$ cat src/rtl/shift_seq_pkg.sv
// Shared types and helpers for the gated-pulse shift sequencer.
// Contents: FSM state encoding and the chunk-size helper.
// Imported by shift_sequencer and shift_watchdog.
package shift_seq_pkg;

   typedef enum logic [1:0] {
      ST_IDLE  = 2'd0,
      ST_SETUP = 2'd1,
      ST_RUN   = 2'd2,
      ST_RESP  = 2'd3
   } state_e;

   // Largest chunk the generator can count is 2^n_width-1; return the
   // smaller of that and what is still outstanding.
   function automatic int unsigned min_chunk(input int unsigned remaining,
                                             input int unsigned n_width);
      int unsigned max_chunk;
      max_chunk = (32'd1 << n_width) - 32'd1;
      return (remaining < max_chunk) ? remaining : max_chunk;
   endfunction

endpackage

$ cat src/rtl/shift_watchdog.sv
// Per-chunk watchdog: counts enabled cycles, flags the TIMEOUT_CYCLES-th one.
// Latency: expire_o is combinational in the cycle the count would reach TIMEOUT_CYCLES.
// Backpressure: none; clr_i wins over en_i, counter saturates at the terminal value.
// Ports: clk_i/rstn_i clock and async active-low reset; clr_i clear; en_i count enable;
//        expire_o high during the enabled cycle that completes TIMEOUT_CYCLES counts.
module shift_watchdog
   import shift_seq_pkg::*;
#(
   parameter int unsigned TIMEOUT_CYCLES = 64
) (
   input  logic clk_i,
   input  logic rstn_i,
   input  logic clr_i,
   input  logic en_i,
   output logic expire_o
);

   localparam int unsigned CW = $clog2(TIMEOUT_CYCLES + 1);
   localparam logic [CW-1:0] TERM    = CW'(TIMEOUT_CYCLES);
   localparam logic [CW-1:0] LAST_EN = CW'(TIMEOUT_CYCLES - 1);

   logic [CW-1:0] cnt_q, cnt_d;

   always_comb begin
      cnt_d = cnt_q;
      if (clr_i) begin
         cnt_d = '0;
      end else if (en_i && (cnt_q != TERM)) begin
         cnt_d = cnt_q + CW'(1);
      end
   end

   always_ff @(posedge clk_i or negedge rstn_i) begin
      if (!rstn_i) begin
         cnt_q <= '0;
      end else begin
         cnt_q <= cnt_d;
      end
   end

   // Fires in the cycle whose increment takes the count to TIMEOUT_CYCLES,
   // so the owner spends exactly TIMEOUT_CYCLES enabled cycles before giving up.
   assign expire_o = en_i && (cnt_q == LAST_EN);

endmodule

$ cat src/rtl/shift_sequencer.sv
// Splits a total shift command into generator chunks and returns one response per command.
// Latency: A<=MAX_CHUNK -> SETUP at +1, init_o from +2, response at +3+A; +1 per extra chunk.
// Backpressure: req_ready_o only in IDLE; response held stable while rsp_ready_i is low.
// Ports: req_* command handshake; abort_i cancel; init_o/N_o/shift_done_i pulse-generator
//        control; rsp_* response handshake with error flag and completed count; busy_o.
module shift_sequencer
   import shift_seq_pkg::*;
#(
   parameter int unsigned N_WIDTH        = 5,
   parameter int unsigned TOT_WIDTH      = 10,
   parameter int unsigned TIMEOUT_CYCLES = 64
) (
   input  logic                 clk_i,
   input  logic                 rstn_i,
   input  logic                 req_valid_i,
   output logic                 req_ready_o,
   input  logic [TOT_WIDTH-1:0] req_amount_i,
   input  logic                 abort_i,
   output logic                 init_o,
   output logic [N_WIDTH-1:0]   N_o,
   input  logic                 shift_done_i,
   output logic                 rsp_valid_o,
   input  logic                 rsp_ready_i,
   output logic                 rsp_error_o,
   output logic [TOT_WIDTH-1:0] rsp_count_o,
   output logic                 busy_o
);

   state_e                state_q, state_d;
   logic [TOT_WIDTH-1:0]  remaining_q, remaining_d;
   logic [TOT_WIDTH-1:0]  done_cnt_q, done_cnt_d;
   logic [N_WIDTH-1:0]    n_q, n_d;
   logic                  init_q, init_d;
   logic                  err_q, err_d;

   logic                  wd_clr, wd_en, wd_expire;
   logic [TOT_WIDTH-1:0]  chunk_ext;
   logic [TOT_WIDTH-1:0]  rem_after;

   // Chunk arithmetic stays in TOT_WIDTH; N_o is zero-extended.
   assign chunk_ext = TOT_WIDTH'(n_q);
   assign rem_after = remaining_q - chunk_ext;

   shift_watchdog #(
      .TIMEOUT_CYCLES (TIMEOUT_CYCLES)
   ) u_watchdog (
      .clk_i    (clk_i),
      .rstn_i   (rstn_i),
      .clr_i    (wd_clr),
      .en_i     (wd_en),
      .expire_o (wd_expire)
   );

   always_comb begin
      state_d     = state_q;
      remaining_d = remaining_q;
      done_cnt_d  = done_cnt_q;
      n_d         = n_q;
      err_d       = err_q;
      wd_clr      = 1'b0;
      wd_en       = 1'b0;

      case (state_q)
         ST_IDLE: begin
            if (req_valid_i) begin
               done_cnt_d = '0;
               err_d      = 1'b0;
               if (req_amount_i == '0) begin
                  state_d = ST_RESP;
               end else begin
                  remaining_d = req_amount_i;
                  // N_o is loaded on entry to SETUP so it is already stable
                  // while init_o is low and the generator counter clears.
                  n_d         = N_WIDTH'(min_chunk(32'(req_amount_i), N_WIDTH));
                  state_d     = ST_SETUP;
               end
            end
         end

         ST_SETUP: begin
            wd_clr = 1'b1;
            if (abort_i) begin
               err_d   = 1'b1;
               state_d = ST_RESP;
            end else begin
               state_d = ST_RUN;
            end
         end

         ST_RUN: begin
            wd_en = 1'b1;
            // A finished chunk is always credited, even if abort or the
            // watchdog fire in the same cycle.
            if (shift_done_i) begin
               done_cnt_d  = done_cnt_q + chunk_ext;
               remaining_d = rem_after;
               if (abort_i) begin
                  err_d   = 1'b1;
                  state_d = ST_RESP;
               end else if (rem_after != '0) begin
                  n_d     = N_WIDTH'(min_chunk(32'(rem_after), N_WIDTH));
                  state_d = ST_SETUP;
               end else begin
                  state_d = ST_RESP;
               end
            end else if (abort_i || wd_expire) begin
               err_d   = 1'b1;
               state_d = ST_RESP;
            end
         end

         ST_RESP: begin
            if (rsp_ready_i) begin
               state_d = ST_IDLE;
            end
         end

         default: begin
            state_d = ST_IDLE;
         end
      endcase
   end

   // Registered from the next state so init_o is glitch-free and high only in RUN.
   assign init_d = (state_d == ST_RUN);

   always_ff @(posedge clk_i or negedge rstn_i) begin
      if (!rstn_i) begin
         state_q     <= ST_IDLE;
         remaining_q <= '0;
         done_cnt_q  <= '0;
         n_q         <= '0;
         init_q      <= 1'b0;
         err_q       <= 1'b0;
      end else begin
         state_q     <= state_d;
         remaining_q <= remaining_d;
         done_cnt_q  <= done_cnt_d;
         n_q         <= n_d;
         init_q      <= init_d;
         err_q       <= err_d;
      end
   end

   assign req_ready_o = (state_q == ST_IDLE);
   assign busy_o      = (state_q != ST_IDLE);
   assign rsp_valid_o = (state_q == ST_RESP);
   assign rsp_error_o = err_q;
   assign rsp_count_o = done_cnt_q;
   assign init_o      = init_q;
   assign N_o         = n_q;

endmodule
$ cat config.mk
export PLATFORM = sky130hd
export DESIGN_NAME = shift_sequencer
export DESIGN_NICKNAME = d
export VERILOG_FILES = /design/src/rtl/shift_seq_pkg.sv /design/src/rtl/shift_watchdog.sv /design/src/rtl/shift_sequencer.sv
export SDC_FILE = /design/constraint.sdc
export NUM_CORES = 1
export LEC_CHECK = 0
export ABC_AREA = 1
export ABC_CLOCK_PERIOD_IN_PS = 5600
export CAP_MARGIN = 40
export CORE_UTILIZATION = 38
export DETAILED_ROUTE_END_ITERATION = 10
export GPL_TIMING_DRIVEN = 0
export PLACE_DENSITY = 0.65
export SYNTH_ARGS = -nofsm -noshare
export SYNTH_HDL_FRONTEND = slang
export SYNTH_HIERARCHICAL = 1
export SYNTH_SLANG_ARGS = --single-unit
$ cat constraint.sdc
create_clock -name clk_i -period 5.6 [get_ports clk_i]
set_input_delay 1.4 -clock clk_i [delete_from_list [all_inputs] [get_ports clk_i]]
set_output_delay 1.4 -clock clk_i [all_outputs]
set_load 0.005 [all_outputs]
==> results by group, run 1 <==
Run status
  – Status: complete, but fails checks
  – Violated checks: design-rule violations

Synthesis
  – Post-synthesis mux area share: 0.003918
  – Area contributors post-synth: dfrtp_1 (35%), nand2_1 (16%), inv_1 (7.9%)
  – Compound-Gate Fraction of Synth Area: 0.1278
  – Post-synth EDFFs: 0
  – Most frequent cell after synthesis: nand2_1
  – Post-Synthesis Cells: 374
  – Yosys warns: 6
  – Cell taking the most area after synthesis: dfrtp_1
  – Main combinational cell family by area after synthesis: simple AND/OR/NAND/NOR gates
  – Post-Syn Area: 0.002555 mm2
  – Xor/xnor share of the synthesized area: 0.006856
  – Syn_area_per_cell: 6.831 um2
  – Synth cell count leaders: nand2_1 (107), inv_1 (54), nor2_1 (39), dfrtp_1 (36)
  – Cell variety after synth: 30
  – Share of Yosys cell area claimed by the top area cell type: 0.3526
  – Flops & latches, synth: 36
  – Syn nets: 408
  – Synth Area in Adders: 0.09403
  – Sequential area share after synthesis: 0.3526
  – Main synth FF type: dfrtp_1
  – Asr flop ratio synth: 1.000
  – Post-synthesis simple-gate area fraction: 0.3183

Drt
  – Post-DR vias/cell: 5.051
  – Antenna Nets Post-Route: 0
  – Avg WL per Cell: 12.46 um
  – Drt drc: 4
  – Router iterations before antenna repair: 7
  – Final WL: 6170 um
  – Initial DRC count: 141
  – Detailed-route via count: 2,500

Clock network
  – Clock sinks: 36
  – Root Buffer: clkbuf_8
  – Deepest clock path buffer count: 2
  – CTS tree: done
  – TritonCTS Buffers: 5
  – H-tree lvl count: 2
  – # hold bufs at CTS: 0
  – Post-CTS setup buffer count: 0
  – Post-CTS resize count: 0
  – Worst skew pair latency: 0.28 ns
  – Clk slew on worst S/H paths: 0.07 ns

Floorplan
  – Die X: 84.00 um
  – Rows: 29
  – Full die area: 0.007055 mm2
  – I/O pin total: 36
  – Die H: 84.00 um
  – Starting density of the core: 0.3978
  – Core footprint: 0.006422 mm2

Global routing
  – Vias in the first global route: 2,480
  – GRT Overall Usage: 0.1919
  – Largest net degree at the start of global routing: 21
  – First-pass GRT wire length: 10,880 um
  – GRT overflow: 0
  – Antenna violations before repair: 0

Setup path
  – Worst Path Required: 4.20 ns
  – CP Class: flip-flop to output port
  – Critical path peak fanout: 6
  – Critical path endpoint category: output port
  – Crit path DAT: 1.78 ns
  – CP Launch Type: flip-flop

Cells and area
  – Number of diodes: 0
  – Synth-to-layout area growth: 22.58%
  – Filler cell count: 648
  – Share of post-route cells with drive strength above 1: 0.05263
  – Final Net Count: 451
  – Fin cells: 495

Placed design
  – GPL Wtd Cong: 0.8589
  – Placed cells: 487
  – Port Buffer Count: 35
  – DP Wirelength: 4842 um

Flow run
  – Max-cap violations: 0

Timing
  – RSZ-0062 raised after global routing: false
  – # setup viols final: 0
  – Final hold violations: 0
  – Worst Skew: 0.003221 ns
  – Rel. slew slack: 0.6585
  – Setup tns final: 0 ns
  – Max Fclk: 0.3149 GHz
  – Max-slew violations: 0
  – Slew at the pin closest to its max-slew limit: 0.5123 ns
  – Crit path time final: 3.176 ns
  – Final period util: 0.5672

Power
  – P per Cell Area: 557.4 mW/mm2
  – P_leak: 0.001580 uW
  – Max VDD drop: 0.2182 mV

Worst hold path
  – Worst hold path class: flip-flop to flip-flop
## placed cells by master, fill, tap and decap left out, types with 2 or more instances in the layout
cell and instances:
a21oi_1 17, a31oi_1 4, buf_2 2, clkbuf_1 4, clkbuf_8 5, clkdlybuf4s50_1 34
dfrtp_1 36, fa_1 2, ha_1 16, inv_1 54, inv_2 5, nand2_1 107
nand2_2 2, nand3_1 28, nand3b_1 3, nand4_1 4, nor2_1 39, nor2_2 2
nor3_1 3, nor3b_1 2, o21ai_0 28, o21ai_1 5, o22ai_1 4
## area by class of cell
type,instances,area [um2],area share
clock inverter,2,35.03,0.01119
tap,77,96.34,0.03076
buffer,4,16.27,0.005194
timing repair buffer,36,372.9,0.1191
multi-input combinational,274,1408,0.4495
inverter,60,230.2,0.07351
sequential,36,900.9,0.2877
clock buffer,6,72.57,0.02317
## flip-flops by register name, indices dropped and copies added (netlist names)
signal,flops
remaining_q,10
rsp_count_o,10
state_q,2
N_o,5
u_watchdog/cnt_q,7
init_o,1
rsp_error_o,1
## layer usage
layer | global-route usage | share of wire | routed length [um]
met4 | 0.07367 | 0.0086 | 53
met5 | 0 | 0 | 0
met1 | 0.2473 | 0.48 | 2979
met3 | 0.03363 | 0.035 | 219
met2 | 0.3204 | 0.47 | 2917
## kinds of logic after synthesis
kind of cell | Yosys count
buffers and inverters | 64
xor gates and xnor gates | 2
and+or+nand+nor | 192
adders and majority gates | 18
AOI/OAI and AO/OA | 61
muxes | 1
DFF | 36
## metrics by stage
step                hold slack (ns)  setup slack [ns]  cell area [um2]  utilization  total power [uW]
floorplan                    0.4560             3.052             2555            -              1187
global placement             0.4801             2.188             3002       0.4674              1494
detailed placement           0.4886             2.181             3024       0.4709              1513
CTS                          0.5067             2.416             3132       0.4876              1755
global route                 0.5304             2.264             3132       0.4876              1940
finish                       0.5084             2.424             3132       0.4876              1746
## worst max-delay path, cell delays in order (launching register included)
cell             delay [ns]
dfrtp_1                0.41
inv_1                  0.11
ha_1                   0.27
inv_1                  0.16
clkdlybuf4s50_1        0.53
## worst paths after layout
check	start	end	slack, ns	cells after the start
max in group asynchronous	rstn_i	u_watchdog/cnt_q[5]$_DFFE_PN0P_	4.09	2
min	remaining_q[2]$_DFFE_PN0P_	remaining_q[2]$_DFFE_PN0P_	0.51	2
max	state_q[1]$_DFF_PN0_	busy_o	2.42	4
min reg2reg	remaining_q[2]$_DFFE_PN0P_	remaining_q[2]$_DFFE_PN0P_	0.51	2
min in group asynchronous	rstn_i	remaining_q[9]$_DFFE_PN0P_	1.05	1
max reg2reg	N_o[0]$_DFFE_PN0P_	N_o[4]$_DFFE_PN0P_	3.00	15
## power by group
| part | internal [uW] | leakage (uW) | switching (uW) |
|---|---|---|---|
| logic | 414 | 0.00106 | 677 |
| registers | 353 | 0.000463 | 73.9 |
| clock network | 132 | 0.0000552 | 95.5 |
Power figures use the tool's default switching activity.
==> inputs of run 2 (changes only) <==
--- a/config.mk
+++ b/config.mk
@@ -6,12 +6,12 @@
 export NUM_CORES = 1
 export LEC_CHECK = 0
 export ABC_AREA = 1
-export ABC_CLOCK_PERIOD_IN_PS = 5600
+export ABC_CLOCK_PERIOD_IN_PS = 2800
 export CAP_MARGIN = 40
 export CORE_UTILIZATION = 38
 export DETAILED_ROUTE_END_ITERATION = 10
 export GPL_TIMING_DRIVEN = 0
-export PLACE_DENSITY = 0.65
+export PLACE_DENSITY = 0.67
 export SYNTH_ARGS = -nofsm -noshare
 export SYNTH_HDL_FRONTEND = slang
 export SYNTH_HIERARCHICAL = 1
==> constraint.sdc (replaced) <==
create_clock -name clk_i -period 2.8 [get_ports clk_i]
set_input_delay 0.7 -clock clk_i [delete_from_list [all_inputs] [get_ports clk_i]]
set_output_delay 0.7 -clock clk_i [all_outputs]
set_load 0.005 [all_outputs]
==> run 2 against run 1 <==
Net effect:
- the run still ends with design-rule violations left
- sequential power grew 100%
- die area is the same
- register-to-register slack lost 2.7 ns
==> results by group, run 2 (synthesized netlist as in run 1, its figures left out) <==
Run status
  – Status: complete, but fails checks (unchanged)
  – Violated checks: design-rule violations (unchanged)

Drt
  – Avg WL per Cell: 12.37 um (was 12.46 um)
  – Drt drc: 4 (unchanged)
  – Post-DR vias/cell: 4.980 (was 5.051)
  – Final WL: 6123 um (was 6170 um)
  – Router iterations before antenna repair: 8 (was 7)
  – Detailed-route via count: 2,465 (was 2,500)
  – Antenna Nets Post-Route: 0 (unchanged)
  – Initial DRC count: 138 (was 141)

Floorplan
  – I/O pin total: 36 (unchanged)
  – Die H: 84.00 um (unchanged)
  – Core footprint: 0.006422 mm2 (unchanged)
  – Die X: 84.00 um (unchanged)
  – Rows: 29 (unchanged)
  – Full die area: 0.007055 mm2 (unchanged)
  – Starting density of the core: 0.3978 (unchanged)

Power
  – Clk network pwr share: 0.134 (was 0.130)
  – P_leak: 0.001581 uW (was 0.001580 uW)
  – Gate power share: 0.623 (was 0.625)
  – P per Cell Area: 1118 mW/mm2 (was 557.4 mW/mm2)
  – Max VDD drop: 0.4355 mV (was 0.2182 mV)
  – Switching Fraction: 0.4857 (was 0.4847)
  – Int Power: 1805 uW (was 899.5 uW)
  – Psw: 1704 uW (was 846.0 uW)
  – Sequential power share: 0.244 (was 0.245)
  – Total design power: 3509 uW (was 1746 uW)

Clock network
  – # hold bufs at CTS: 0 (unchanged)
  – Clock sinks: 36 (unchanged)
  – Worst skew pair latency: 0.29 ns (was 0.28 ns)
  – TritonCTS Buffers: 5 (unchanged)
  – Clk slew on worst S/H paths: 0.08 ns (was 0.07 ns)
  – CTS tree: done (unchanged)
  – Root Buffer: clkbuf_8 (unchanged)
  – H-tree lvl count: 2 (unchanged)
  – Deepest clock path buffer count: 2 (unchanged)

Timing
  – Worst hold slack: 0.3172 ns (was 0.5084 ns)
  – Rel. slew slack: 0.6782 (was 0.6585)
  – Worst Skew: 0.002360 ns (was 0.003221 ns)
  – Final period util: 0.8916
  – Max-slew violations: 0 (unchanged)
  – RSZ-0062 raised after global routing: false (unchanged)
  – # setup viols final: 0 (unchanged)
  – Crit path time final: 2.497 ns
  – Setup tns final: 0 ns (unchanged)
  – Slew at the pin closest to its max-slew limit: 0.4827 ns (was 0.5123 ns)
  – Final hold violations: 0 (unchanged)
  – Max Fclk: 0.4006 GHz

Setup path
  – Critical path peak fanout: 6 (unchanged)
  – Crit path DAT: 1.80 ns (was 1.78 ns)
  – Worst Path Required: 2.10 ns (was 4.20 ns)
  – Critical path endpoint category: output port (unchanged)
  – CP Class: flip-flop to output port (unchanged)
  – CP Launch Type: flip-flop (unchanged)

Cells and area
  – Most common cell after layout, fill and taps aside: nand2_1 (unchanged)
  – Final Net Count: 451 (unchanged)
  – Most frequent cells in the layout: nand2_1 (107), inv_1 (54), nor2_1 (39) (unchanged)
  – Filler cell count: 639 (was 648)
  – Share of post-route cells with drive strength above 1: 0.05263 (unchanged)
  – Final Util: 0.4888 (was 0.4876)
  – Post-route cell area: 0.003139 mm2 (was 0.003132 mm2)
  – Number of diodes: 0 (unchanged)
  – Synth-to-layout area growth: 22.87% (was 22.58%)

Global routing
  – GRT overflow: 0 (unchanged)
  – Antenna violations before repair: 0 (unchanged)
  – First-pass GRT wire length: 10,640 um (was 10,880 um)
  – Vias in the first global route: 2,305 (was 2,480)
  – GRT Overall Usage: 0.1901 (was 0.1919)
  – Largest net degree at the start of global routing: 24 (was 21)

Placed design
  – DP Wirelength: 4753 um (was 4842 um)
  – Port Buffer Count: 35 (unchanged)
  – DP Area: 0.003024 mm2 (unchanged)
  – GPL Wtd Cong: 0.9120 (was 0.8589)

Flow run
  – Max-cap violations: 0 (unchanged)

Worst hold path
  – Worst hold path class: primary input to asynchronous set/reset pin (was flip-flop to flip-flop)
==> run 2: cell counts in the layout (fill, tap and decap cells not counted) <==
Identical to the previous run, type by type.
==> run 2: metal layers <==
layer | vias up | GRT usage | wire, um
met5 | - | 0 | 0
met4 | 0 | 0.05016 | 43
met3 | 4 | 0.03759 | 232
met2 | 45 | 0.3092 | 2828
met1 | 1122 | 0.2581 | 3020
li1 | 1294 | - | -
==> run 2: repair_timing <==
| action | CTS | global route |
|---|---|---|
| gates resized for setup | 0 | 1 |
| buffers inserted | 0 | 0 |
| endpoints found under the setup margin | 0 | 3 |
| hold endpoints to repair | 0 | 0 |
==> run 2: layout make-up <==
type                            count  area (um2)  area share
Inverter                           60       230.2     0.07334
Multi-Input combinational cell    274        1415      0.4508
Buffer                              4       16.27    0.005181
Clock buffer                        6       72.57     0.02312
Clock inverter                      2       35.03     0.01116
Sequential cell                    36       900.9      0.2870
Timing Repair Buffer               36       372.9      0.1188
Tap cell                           77       96.34     0.03069
==> run 2: power groups by stage <==
stage / Combinational [uW] / Clock, uW / Sequential (uW)
after detailed placement: 2150 / 0 / 869
after global placement: 2120 / 0 / 861
after floorplan: 1540 / 0 / 838
final: 2180 / 469 / 855
after CTS: 2170 / 482 / 858
after global routing: 2520 / 501 / 888
==> run 2: metrics by stage <==
stage                     std cells  worst slack [ns]
after detailed placement        487            0.1073
after global routing            495           0.05841
after global placement          486           0.09500
after floorplan                 374            0.5803
final                           495            0.3034
after CTS                       495            0.2695
==> run 2: critical path, stage by stage, from the launching register on <==
cell,delay (ns)
dfrtp_1,0.42
inv_1,0.10
ha_1,0.27
inv_1,0.18
clkdlybuf4s50_1,0.53
==> run 2: path summary, 6_finish.rpt <==
| path | from | to | slack [ns] | depth (start not counted) |
|---|---|---|---|---|
| worst max-delay path | state_q[1]$_DFF_PN0_ | busy_o | 0.30 | 4 |
| worst min-delay path | rstn_i | remaining_q[5]$_DFFE_PN0P_ | 0.32 | 1 |
| worst max register to register | N_o[0]$_DFFE_PN0P_ | N_o[2]$_DFFE_PN0P_ | 0.32 | 15 |
| worst min register to register | remaining_q[3]$_DFFE_PN0P_ | remaining_q[3]$_DFFE_PN0P_ | 0.50 | 2 |
| max in group asynchronous | rstn_i | u_watchdog/cnt_q[5]$_DFFE_PN0P_ | 2.03 | 2 |
| min in group clk_i | remaining_q[3]$_DFFE_PN0P_ | remaining_q[3]$_DFFE_PN0P_ | 0.50 | 2 |
==> inputs of run 3 (changes only) <==
--- a/config.mk
+++ b/config.mk
@@ -8,7 +8,9 @@
 export ABC_AREA = 1
 export ABC_CLOCK_PERIOD_IN_PS = 2800
 export CAP_MARGIN = 40
+export CORE_MARGIN = 2
 export CORE_UTILIZATION = 38
+export CTS_CLUSTER_SIZE = 10
 export DETAILED_ROUTE_END_ITERATION = 10
 export GPL_TIMING_DRIVEN = 0
 export PLACE_DENSITY = 0.67
==> constraint.sdc (replaced) <==
create_clock -name clk_i -period 2.8 [get_ports clk_i]
set_input_delay 0.42 -clock clk_i [delete_from_list [all_inputs] [get_ports clk_i]]
set_output_delay 0.42 -clock clk_i [all_outputs]
set_load 0.005 [all_outputs]
==> run 3 against run 2 <==
Net effect:
- critical path type is now flip-flop to flip-flop
- routed wire length decreased by 1.5%
- utilization fell by 0.23 points
- critical endpoint is now N_o[2]$_DFFE_PN0P_
- the flow now finishes without violations
- sequential cell count is the same
- register-to-register slack worse by 0.04 ns
- first-iteration DRC count increased by 2.2%
==> results by group, run 3 (synthesized netlist as in run 1, its figures left out) <==
Run status
  – Status: complete, no violations (was complete, but fails checks)

Flow run
  – Max-cap violations: 0 (unchanged)

Floorplan
  – Die H: 86.00 um (was 84.00 um)
  – Rows: 29 (unchanged)
  – Core footprint: 0.006422 mm2 (unchanged)
  – Full die area: 0.007395 mm2 (was 0.007055 mm2)
  – Starting density of the core: 0.3978 (unchanged)
  – Die X: 86.00 um (was 84.00 um)
  – I/O pin total: 36 (unchanged)

Placed design
  – GPL Wtd Cong: 0.8778 (was 0.9120)
  – Port Buffer Count: 35 (unchanged)
  – DP Wirelength: 4726 um (was 4753 um)
  – DP Area: 0.003017 mm2 (was 0.003024 mm2)
  – DP Worst Slack: 0.2806 ns (was 0.1073 ns)
  – Placed cells: 487 (unchanged)

Timing
  – Worst hold slack: 0.005779 ns (was 0.3172 ns)
  – Final period util: 0.9010 (was 0.8916)
  – RSZ-0062 raised after global routing: false (unchanged)
  – Worst Skew: 0.004616 ns (was 0.002360 ns)
  – Final hold violations: 0 (unchanged)
  – Max Fclk: 0.3964 GHz (was 0.4006 GHz)
  – Final WS setup: 0.2772 ns (was 0.3034 ns)
  – Slew at the pin closest to its max-slew limit: 0.4652 ns (was 0.4827 ns)
  – Crit path time final: 2.523 ns (was 2.497 ns)
  – Setup tns final: 0 ns (unchanged)
  – Max-slew violations: 0 (unchanged)
  – Rel. slew slack: 0.6899 (was 0.6782)
  – # setup viols final: 0 (unchanged)

Cells and area
  – Number of diodes: 0 (unchanged)
  – Final Net Count: 451 (unchanged)
  – Share of post-route cells with drive strength above 1: 0.05263 (unchanged)
  – Post-route cell area: 0.003124 mm2 (was 0.003139 mm2)
  – Synth-to-layout area growth: 22.28% (was 22.87%)
  – Most frequent cells in the layout: nand2_1 (107), inv_1 (54), nor2_1 (39) (unchanged)
  – Fin cells: 495 (unchanged)
  – Most common cell after layout, fill and taps aside: nand2_1 (unchanged)

Drt
  – Router iterations before antenna repair: 4 (was 8)
  – Final WL: 6034 um (was 6123 um)
  – Post-DR vias/cell: 4.903 (was 4.980)
  – Initial DRC count: 141 (was 138)
  – Drt drc: 0 (was 4)
  – Detailed-route via count: 2,427 (was 2,465)
  – Antenna Nets Post-Route: 0 (unchanged)
  – Avg WL per Cell: 12.19 um (was 12.37 um)

Setup path
  – Crit path DAT: 2.70 ns (was 1.80 ns)
  – Critical path endpoint category: flip-flop (was output port)
  – Worst reg2reg path depth: 15 (unchanged)
  – Worst R2R Setup Slack: 0.28 ns (was 0.32 ns)
  – CP Launch Type: flip-flop (unchanged)
  – R2r startpoint: N_o[0]$_DFFE_PN0P_ (unchanged)
  – Worst Path Required: 2.98 ns (was 2.10 ns)
  – Reg2reg end: N_o[2]$_DFFE_PN0P_ (unchanged)
  – CP Class: flip-flop to flip-flop (was flip-flop to output port)
  – Critical path peak fanout: 4 (was 6)

Power
  – Clk network pwr share: 0.134 (about the same)
  – Psw: 1684 uW (was 1704 uW)
  – Sequential power share: 0.246 (was 0.244)
  – Int Power: 1792 uW (was 1805 uW)
  – P_leak: 0.001576 uW (was 0.001581 uW)
  – Max VDD drop: 0.4318 mV (was 0.4355 mV)
  – Gate power share: 0.620 (was 0.623)
  – Switching Fraction: 0.4845 (was 0.4857)
  – P per Cell Area: 1113 mW/mm2 (was 1118 mW/mm2)

Clock network
  – CTS tree: done (unchanged)
  – Post-CTS resize count: 0 (unchanged)
  – Clk slew on worst S/H paths: 0.08 ns (about the same)
  – H-tree lvl count: 2 (unchanged)
  – Clock sinks: 36 (unchanged)
  – Post-CTS setup buffer count: 0 (unchanged)
  – Worst skew pair latency: 0.29 ns (about the same)
  – Root Buffer: clkbuf_8 (unchanged)
  – TritonCTS Buffers: 5 (unchanged)
  – Deepest clock path buffer count: 2 (unchanged)
  – # hold bufs at CTS: 0 (unchanged)

Global routing
  – GRT overflow: 0 (unchanged)
  – Largest net degree at the start of global routing: 27 (was 24)
  – Vias in the first global route: 2,250 (was 2,305)
  – GRT Overall Usage: 0.1737 (was 0.1901)
  – First-pass GRT wire length: 10,210 um (was 10,640 um)
  – Antenna violations before repair: 0 (unchanged)

Worst hold path
  – Worst hold path class: primary input to asynchronous set/reset pin (unchanged)
==> run 3: critical path, stage by stage (launching register included) <==
cell and delay, ns:
dfrtp_1 0.44, ha_1 0.25, fa_1 0.39, nand3b_1 0.20, nand2_1 0.10, nand2_1 0.07
nand3_1 0.07, nand2_1 0.07, nor2_1 0.17, nand2_1 0.10, nor2_1 0.10, o21ai_0 0.10
nand2_1 0.13, nand3_1 0.09, nand2_1 0.08, nand2_1 0.06
==> run 3: area by class of cell <==
type	count	area, um2
Fill cell	668	3298
Multi-Input combinational cell	274	1408
Sequential cell	36	900.9
Timing Repair Buffer	36	365.4
Inverter	60	230.2
Tap cell	77	96.34
Clock buffer	6	72.57
Clock inverter	2	35.03
Buffer	4	16.27
==> run 3: metrics by stage <==
| stage | util | power, uW |
|---|---|---|
| 2_1_floorplan | - | 2374 |
| 3_5_place_dp | 0.4697 | 3020 |
| 5_1_grt | 0.4865 | 3864 |
| 6_report | 0.4865 | 3477 |
| 4_1_cts | 0.4865 | 3500 |
| 3_3_place_gp | 0.4674 | 2992 |
==> run 3: routing by layer <==
layer  up-vias  share of wire  routed length (um)  GRT usage
met5         -              0                   0          0
met4         0         0.0098                  59    0.04762
met3         5          0.041                 247    0.03272
met2        40           0.45                2692     0.2755
met1      1094           0.50                3035     0.2423
li1       1288              -                   -          -
==> run 3: worst max-delay path by stage <==
stage / slack, ns / to / cells after the start / from
global placement: 0.27 / N_o[4]$_DFFE_PN0P_ / 15 / N_o[0]$_DFFE_PN0P_
floorplan: 0.58 / N_o[1]$_DFFE_PN0P_ / 15 / N_o[0]$_DFFE_PN0P_
finish: 0.28 / N_o[2]$_DFFE_PN0P_ / 15 / N_o[0]$_DFFE_PN0P_
detailed placement: 0.28 / N_o[2]$_DFFE_PN0P_ / 15 / N_o[0]$_DFFE_PN0P_
CTS: 0.26 / N_o[2]$_DFFE_PN0P_ / 15 / N_o[0]$_DFFE_PN0P_
global route: 0.01 / N_o[2]$_DFFE_PN0P_ / 15 / N_o[0]$_DFFE_PN0P_
==> run 3: power groups by stage <==
stage	clock [uW]	sequential [uW]	combinational [uW]
after detailed placement	0	870	2150
final	466	855	2160
after floorplan	0	838	1540
after global placement	0	861	2130
after CTS	479	858	2160
after global routing	500	884	2480
